===== src/rtl/yoda_crypto_pkg.sv =====
// Shared types for the byte-stream crypto blocks: byte type, counter reset value
// and the decrypter FSM state encoding.
package yoda_crypto_pkg;

  typedef logic [7:0] byte_t;

  localparam byte_t COUNTER_RESET = 8'h00;

  typedef enum logic {
    IDLE,
    RUN
  } dec_state_e;

endpackage


===== src/rtl/byte_decrypter.sv =====
// Combinational keystream XOR: plain = cipher ^ (counter ^ key).
module byte_decrypter
  import yoda_crypto_pkg::*;
(
  input  byte_t cipher_i,
  input  byte_t key_i,
  input  byte_t counter_i,
  output byte_t plain_o
);

  assign plain_o = cipher_i ^ (counter_i ^ key_i);

endmodule


===== src/rtl/stream_decrypter.sv =====
// Registered, flow-controlled counter-mode byte decrypter (receive side).
// Optional STREAM_DECRYPTER_STATS_EN adds a saturating output handshake counter.
module stream_decrypter
  import yoda_crypto_pkg::*;
(
  input  logic        clk,
  input  logic        rst_n,
  input  logic        key_load,
  input  logic [7:0]  key_in,
  input  logic [7:0]  seed_in,
  input  logic        in_valid,
  output logic        in_ready,
  input  logic [7:0]  in_data,
  input  logic        in_sof,
  output logic        out_valid,
  input  logic        out_ready,
  output logic [7:0]  out_data,
  output logic        out_sof
`ifdef STREAM_DECRYPTER_STATS_EN
  ,
  output logic [15:0] byte_count
`endif
);

  dec_state_e state_q, state_d;
  byte_t      key_q, seed_q, cnt_q, out_data_q;
  byte_t      cnt_sel, plain;
  logic       out_valid_q, out_sof_q, accept;

  always_ff @(posedge clk or negedge rst_n) begin
    if (!rst_n) begin
      state_q <= IDLE;
    end else begin
      state_q <= state_d;
    end
  end

  always_comb begin
    state_d = state_q;
    if (key_load) begin
      state_d = RUN;
    end
  end

  // Ready looks only at the output stage, so a drain and a new accept can share a cycle.
  assign in_ready = (state_q == RUN) && !key_load && (!out_valid_q || out_ready);
  assign accept   = in_valid && in_ready;
  assign cnt_sel  = in_sof ? seed_q : cnt_q;

  byte_decrypter u_byte_decrypter (
    .cipher_i  (in_data),
    .key_i     (key_q),
    .counter_i (cnt_sel),
    .plain_o   (plain)
  );

  always_ff @(posedge clk or negedge rst_n) begin
    if (!rst_n) begin
      key_q  <= 8'h00;
      seed_q <= 8'h00;
      cnt_q  <= COUNTER_RESET;
    end else if (key_load) begin
      key_q  <= key_in;
      seed_q <= seed_in;
      cnt_q  <= seed_in;
    end else if (accept) begin
      cnt_q <= cnt_sel + 8'd1;
    end
  end

  // A pending byte survives key_load; it is only replaced by a new accept.
  always_ff @(posedge clk or negedge rst_n) begin
    if (!rst_n) begin
      out_valid_q <= 1'b0;
      out_data_q  <= 8'h00;
      out_sof_q   <= 1'b0;
    end else if (accept) begin
      out_valid_q <= 1'b1;
      out_data_q  <= plain;
      out_sof_q   <= in_sof;
    end else if (out_valid_q && out_ready) begin
      out_valid_q <= 1'b0;
    end
  end

  assign out_valid = out_valid_q;
  assign out_data  = out_data_q;
  assign out_sof   = out_sof_q;

`ifdef STREAM_DECRYPTER_STATS_EN
  logic [15:0] byte_count_q;

  always_ff @(posedge clk or negedge rst_n) begin
    if (!rst_n) begin
      byte_count_q <= 16'h0000;
    end else if (key_load) begin
      byte_count_q <= 16'h0000;
    end else if (out_valid_q && out_ready && (byte_count_q != 16'hFFFF)) begin
      byte_count_q <= byte_count_q + 16'd1;
    end
  end

  assign byte_count = byte_count_q;
`endif

endmodule


===== config.mk =====
export PLATFORM = sky130hd
export DESIGN_NAME = stream_decrypter
export DESIGN_NICKNAME = d
export VERILOG_FILES = /design/src/rtl/yoda_crypto_pkg.sv /design/src/rtl/byte_decrypter.sv /design/src/rtl/stream_decrypter.sv
export SDC_FILE = /design/constraint.sdc
export NUM_CORES = 1
export LEC_CHECK = 0
export CAP_MARGIN = 20
export CORE_UTILIZATION = 53
export CTS_CLUSTER_SIZE = 30
export DETAILED_ROUTE_END_ITERATION = 6
export GPL_TIMING_DRIVEN = 0
export PLACE_DENSITY = 0.84
export SLEW_MARGIN = 0
export SYNTH_ARGS = -nofsm -noshare
export SYNTH_HDL_FRONTEND = slang
export SYNTH_SLANG_ARGS = --single-unit

===== constraint.sdc =====
create_clock -name clk -period 3.7 [get_ports clk]
set_input_delay 0.555 -clock clk [delete_from_list [all_inputs] [get_ports clk]]
set_output_delay 0.555 -clock clk [all_outputs]
set_load 0.02 [all_outputs]

==> metrics.md, run 1 <==
| Metric | Value |
|---|---|
| Setup WS pre-CTS | 1.027 ns |
| Worst ir drop on vdd | 0.3821 mV |
| # Max-Cap Violations | 0 |
| Iter 0 DRT Violations | 55 |
| Register Area | 875.8 µm² |
| Tightest Hold Check Type | input port to asynchronous set/reset pin |
| Root Buffer | clkbuf_4 |
| Filler cell count | 236 |
| Area of the multi-input gates | 812.0 µm² |
| RePlAce Congestion | 0.8122 |
| Async SR Flop Fraction | 100.0% |
| GRT Total Usage | 23.76% |
| Share of post-route cells with drive strength above 1 | 18.56% |
| Clock Sinks | 35 |
| Crit path largest cell delay | 0.61 ns |
| Number of synthesized register bits | 35 |
| Outcome | completed |
| Slowest-stage cell, CP | clkdlybuf4s50_1 |
| Die ar. | 3522 µm² |
| Synthesized area | 1743 µm² |
| Commonest non-fill, non-tap cell in the layout | clkdlybuf4s50_1 |
| Area of the core | 3078 µm² |
| Die H | 59.35 µm |
| Avg Inst Size Synth | 11.86 µm² |
| CTS tree | built |
| Worst-path clk slew | 0.12 ns |
| Hold Fails Final Rpt | 0 |
| Leak | 0.9430 nW |
| Die X | 59.35 µm |
| Post-route ant nets | 0 |
| Synth warnings | 0 |
| Startpoint Class | input port |
| Longest Clk Path Bufs | 2 |
| Worst hold slack | 0.2701 ns |
| Crit end category | output port |
| Area added between synthesis and finish | 31.08% |
| Worst Tran Pin Value | 0.8189 ns |
| Final #Nets | 224 |
| CP Cell Sequence | clkdlybuf4s50_1 -> nand2b_1 -> and3b_1 -> clkdlybuf4s50_1 |
| Fmax | 0.3955 GHz |
| Largest net degree at the start of global routing | 36 |
| Fin crit share | 68.34% |
| H-tree depth | 2 |
| Synthesized instance count | 147 |
| Pwr dens | 488.7 nW/µm² |
| Critical Path Start | out_ready |
| Tmin final | 2.529 ns |
| Post-CTS sizing | 0 |
| Antenna Cells | 0 |
| Hpwl dp | 2.600 mm |
| Netlist cell types | 33 |
| Worst setup path category | input port to output port |
| Worst path required time | 3.14 ns |
| Reg2Reg Launch Point | seed_q[0] |
| Dpl cell area | 2183 µm² |
| Post-route cell area | 2285 µm² |
| Vias in the first global route | 1,363 |
| Clk Latency, worst-skew pair | 0.35 ns |
| Starting density of the core | 56.63% |
| Routed wire length per instance | 15.11 µm |
| RSZ-0062 raised after global routing | false |
| Top Ports | 41 |
| # DRC | 0 |
| Slew Viols, Final | 0 |
| First-pass DRT Iterations | 4 |
| Peak fanout along the critical path | 4 |
| Port Buffers | 39 |
| Final worst slack | 1.171 ns |
| Worst endpoint data arrival time | 1.97 ns |
| Final TNS setup | 0 ns |
| Vias/cell | 5.403 |
| Commonest cells after routing, fill and taps aside | 38 x clkdlybuf4s50_1, 35 x dfrtp_1, 17 x xnor2_1 |
| Setup Skew | 0.01117 ns |
| GRT overflow | 0 |
| Post-synth EDFFs | 0 |
| Total Wirelength | 3.595 mm |
| Core Rows | 20 |
| CP dominant cell by count | clkdlybuf4s50_1 |
| Slew headroom | 45.15% |
| Cts hold-fix bufs | 0 |
| Cts bufs inserted | 5 |
| Post-CTS setup buffers | 0 |
| First-pass GRT wire length | 6.023 mm |
| Final Setup Violations | 0 |
| Initial antenna violation count | 0 |
| Sequential share of the synthesized area | 50.25% |
| Mapped Nets | 178 |
| Ys flop type | dfrtp_1 |
| Vias | 1,286 |
-- final timing paths --
check,to,depth (start not counted),slack (ns)
max,in_ready,4,1.17
min,out_data[6],1,0.27
max reg2reg,cnt_q[2],7,1.90
min reg2reg,out_data[5],2,0.49
max in group asynchronous,out_valid,1,2.93
min in group clk,out_data[5],2,0.49
-- synthesized netlist by cell type (2+ instances only) --
library cell | n | area [µm²]
mux2i_2 | 2 | 27.53
xnor2_1 | 17 | 148.9
dfrtp_1 | 35 | 875.8
inv_1 | 6 | 22.52
o211ai_1 | 2 | 15.01
xor2_1 | 3 | 26.28
nand3_1 | 2 | 10.01
o21ai_0 | 11 | 55.05
o21ai_1 | 2 | 10.01
buf_2 | 2 | 10.01
nor2_1 | 2 | 7.510
nand4b_1 | 4 | 35.03
a211o_2 | 2 | 20.02
mux2i_1 | 5 | 50.05
mux2_2 | 14 | 157.7
clkbuf_1 | 3 | 11.26
a22oi_1 | 2 | 15.01
nand2_1 | 16 | 60.06
a221o_1 | 3 | 30.03
-- per-stage QoR --
stage | total power, mW | cells | util [%]
final | 1.116 | 238 | 74.23
after global routing | 1.167 | 238 | 74.23
after CTS | 1.120 | 238 | 74.23
after detailed placement | 0.7803 | 230 | 70.94
after global placement | 0.7681 | 230 | 71.10
after floorplan | 0.6496 | 147 | -
-- cell families after synthesis --
kind of cell	count (synthesis)	share of synthesized area, %
XOR/XNOR	20	10.05
AND/OR/NAND/NOR	32	11.13
buffers and inverters	12	3.158
flip-flops	35	50.25
adder cells (fa/ha/maj)	1	0.7178
multiplexers	22	14.79
AO/OA/AOI/OAI	25	9.906
-- registers in the layout (all words and copies together) (netlist names) --
register   flops
out_valid      1
state_q        1
seed_q         8
out_sof        1
key_q          8
cnt_q          8
out_data       8
-- where the power goes --
part,internal (mW),total (mW),switching [mW]
Combinational,0.153,0.294,0.141
Clock,0.211,0.346,0.135
Sequential,0.439,0.477,0.0384
Total,0.802,1.12,0.314
-- metal layers --
layer  part of all wire [%]  GRT usage, %  wire length [µm]  vias to the layer above
li1                       -             -                 -                      607
met1                     44         29.17              1575                      627
met2                     49         38.20              1750                       40
met3                    4.9         5.677               177                       12
met4                    2.5         13.61                91                        0
met5                      0             0                 0                        -
-- layout make-up --
type,instances,area share [%]
clock buffer,6,1.807
inverter,6,0.9858
clock inverter,2,2.629
multi-input combinational,100,35.54
buffer,6,1.424
tap,44,2.410
sequential,35,38.34
timing repair buffer,39,16.87
-- worst max-delay path, delay by kind of cell --
family                 cells  cell delay (ns)
buffers and inverters      2             1.05
AND/OR/NAND/NOR            2             0.36
Note: power is estimated with default switching activity, not from simulation.
==> run 2: changes to the inputs <==
CORE_UTILIZATION = 44   (was 53)
PLACE_DENSITY = 0.75   (was 0.84)
clock period = 2.3 ns   (was 3.7 ns; I/O delays follow)
==> run 2 against run 1 <==
  * Critical endpoint is now cnt_q[2]
  * Sequential power up 61%
  * Total power up 54%
  * Die area grew 20%
  * Largest cell class unchanged
  * Via count shrank 0.86%
  * Sequential cell count stayed put
==> metrics.md, run 2 (synthesis gave the netlist of run 1 again) <==
| Metric | Value |
|---|---|
| Outcome | completed |
| Power Internal | 1.227 mW (+53%) |
| RSZ-0062 raised after global routing | false |
| First-pass GRT wire length | 6.285 mm (+4.3%) |
| Initial antenna violation count | 0 (unchanged) |
| H-tree depth | 2 (unchanged) |
| Cts bufs inserted | 5 (unchanged) |
| Area of the core | 3716 µm² (+21%) |
| Root Buffer | clkbuf_8 |
| Clock power share | 28.1% (-2.8 points) |
| Die ar. | 4217 µm² (+20%) |
| Worst-path clk slew | 0.07 ns (-0.05 ns) |
| Met1 Use GR | 24.91% (-4.3 points) |
| Starting density of the core | 46.90% (-9.7 points) |
| Pwr dens | 752.1 nW/µm² (+54%) |
| Vias | 1,275 (-0.86%) |
| Tightest Hold Check Type | input port to asynchronous set/reset pin |
| Fin crit share | 94.62% |
| Crit path buf inv count | 3 (+1) |
| Largest net degree at the start of global routing | 36 (unchanged) |
| # Max-Cap Violations | 0 (unchanged) |
| Met2 Use GR | 32.42% (-5.8 points) |
| Antenna Cells | 0 (unchanged) |
| Switching pwr | 497.2 µW (+58%) |
| CP Cell Sequence | clkdlybuf4s50_1 -> mux2i_1 -> inv_1 -> ha_1 -> inv_1 -> xnor2_1 -> nor2_1 -> a221o_1 |
| Comb power frac | 27.3% (+1.0 points) |
| Clk Latency, worst-skew pair | 0.29 ns (-0.06 ns) |
| Total Wirelength | 3.558 mm (-1.0%) |
| Longest Clk Path Bufs | 2 (unchanged) |
| Setup Skew | 0.004730 ns (-0.006439 ns) |
| CTS tree | built |
| Iter 0 DRT Violations | 42 (-24%) |
| Hpwl dp | 2.604 mm (+0.14%) |
| Slowest-stage cell, CP | clkdlybuf4s50_1 |
| # DRC | 0 (unchanged) |
| Crit end category | flop |
| Largest delay share family, worst path | buffers and inverters |
| Hold Fails Final Rpt | 0 (unchanged) |
| Worst path required time | 2.47 ns (-0.67 ns) |
| Post-route ant nets | 0 (unchanged) |
| Slew Viols, Final | 0 (unchanged) |
| RePlAce Congestion | 0.8016 (-1.3%) |
| Leak | 0.9402 nW (-0.29%) |
| Die X | 64.94 µm (+9.4%) |
| Die H | 64.94 µm (+9.4%) |
| GRT overflow | 0 (unchanged) |
| Post-route cell area | 2292 µm² (+0.33%) |
| Final #Nets | 224 (unchanged) |
| Sequential Power Share | 44.6% (+1.9 points) |
| Core Rows | 22 (+10%) |
| Worst setup path category | input port to flop |
| Slew headroom | 45.73% (+0.57 points) |
| Worst ir drop on vdd | 0.5134 mV (+34%) |
| Top Ports | 41 (unchanged) |
| Fmax | 0.4595 GHz |
| Commonest cells after routing, fill and taps aside | 38 x clkdlybuf4s50_1, 35 x dfrtp_1, 17 x xnor2_1 |
| Worst Tran Pin Value | 0.8103 ns (-0.008533 ns) |
| First-pass DRT Iterations | 4 (unchanged) |
| Vias/cell | 5.269 (-2.5%) |
| Tmin final | 2.176 ns |
| Peak fanout along the critical path | 4 (unchanged) |
| Final Setup Violations | 0 (unchanged) |
| Crit path largest cell delay | 0.62 ns (about the same) |
| Cts hold-fix bufs | 0 (unchanged) |
| Routed wire length per instance | 14.70 µm (-2.7%) |
| Dpl cell area | 2188 µm² (+0.23%) |
| Commonest non-fill, non-tap cell in the layout | clkdlybuf4s50_1 |
| Grt peak-use layer | met2 |
| Vias in the first global route | 1,363 (unchanged) |
| Port Buffers | 39 (unchanged) |
| Met3 usage | 5.634% (-0.043 points) |
| Share of post-route cells with drive strength above 1 | 19.07% (+0.52 points) |
| Startpoint Class | input port |
| Sw Ratio | 28.84% (+0.69 points) |
| Area added between synthesis and finish | 31.51% |
| Final TNS setup | 0 ns (unchanged) |
| Clock Sinks | 35 (unchanged) |
| GRT Total Usage | 19.94% (-3.8 points) |
| Worst endpoint data arrival time | 2.35 ns (+0.38 ns) |
| CP dominant cell by count | inv_1 |
==> run 2: cell types whose count changed in the layout (fill, tap and decap cells not counted) <==
cell	previous run	this run
clkbuf_8	0	7
bufinv_16	2	0
mux2i_1	5	4
mux2i_2	2	3
clkbuf_4	5	0
==> run 2: layer usage <==
metal  share of wire [%]  wire length [µm]
met3                 5.5               196
met5                   0                 0
met2                  49              1745
met4                 1.6                57
met1                  44              1557
==> run 2: path summary, 6_finish.rpt <==
| kind | startpoint | to | slack [ns] | cells after the start |
|---|---|---|---|---|
| worst max-delay path | in_sof | cnt_q[2] | 0.12 | 8 |
| worst min-delay path | rst_n | seed_q[5] | 0.13 | 1 |
| worst max register to register | seed_q[0] | cnt_q[2] | 0.52 | 7 |
| worst min register to register | out_data[6] | out_data[6] | 0.48 | 2 |
| max in group asynchronous | rst_n | seed_q[1] | 1.68 | 1 |
| min in group clk | key_load | key_q[7] | 0.48 | 2 |
==> run 2: layout make-up <==
class                   count  area, µm²
inverters                   6      22.52
multi-input cells         100      815.8
repair buffers             39      385.4
plain buffers               6      32.53
well taps                  48      60.06
flip-flops and latches     35      875.8
clock buffers               8      100.1
fillers                   318       1424
==> run 2: repair_timing <==
action / 4_1_cts / 5_1_grt
buffers inserted: 0 / 0
endpoints found under the setup margin: 0 / 1
gates resized for setup: 0 / 1
endpoints found under the hold margin: 0 / 0
==> run 2: per-stage QoR <==
step / utilization (%) / worst slack (ns) / hold WS [ns] / instances / power [mW]
2_1_floorplan: - / 0.6517 / 0.04941 / 147 / 1.045
3_3_place_gp: 59.02 / -0.1526 / 0.4599 / 234 / 1.238
3_5_place_dp: 58.89 / -0.1888 / 0.4622 / 234 / 1.253
4_1_cts: 61.58 / 0.1209 / 0.1485 / 242 / 1.744
5_1_grt: 61.68 / 0.006050 / 0.1781 / 242 / 1.828
6_report: 61.68 / 0.1237 / 0.1296 / 242 / 1.724
==> run 2: power groups by stage <==
| stage | registers (mW) | clock network [mW] | logic (mW) |
|---|---|---|---|
| 3_5_place_dp | 0.780 | 0 | 0.473 |
| 6_report | 0.769 | 0.485 | 0.470 |
| 3_3_place_gp | 0.773 | 0 | 0.465 |
| 5_1_grt | 0.783 | 0.529 | 0.516 |
| 2_1_floorplan | 0.826 | 0 | 0.219 |
| 4_1_cts | 0.768 | 0.501 | 0.475 |
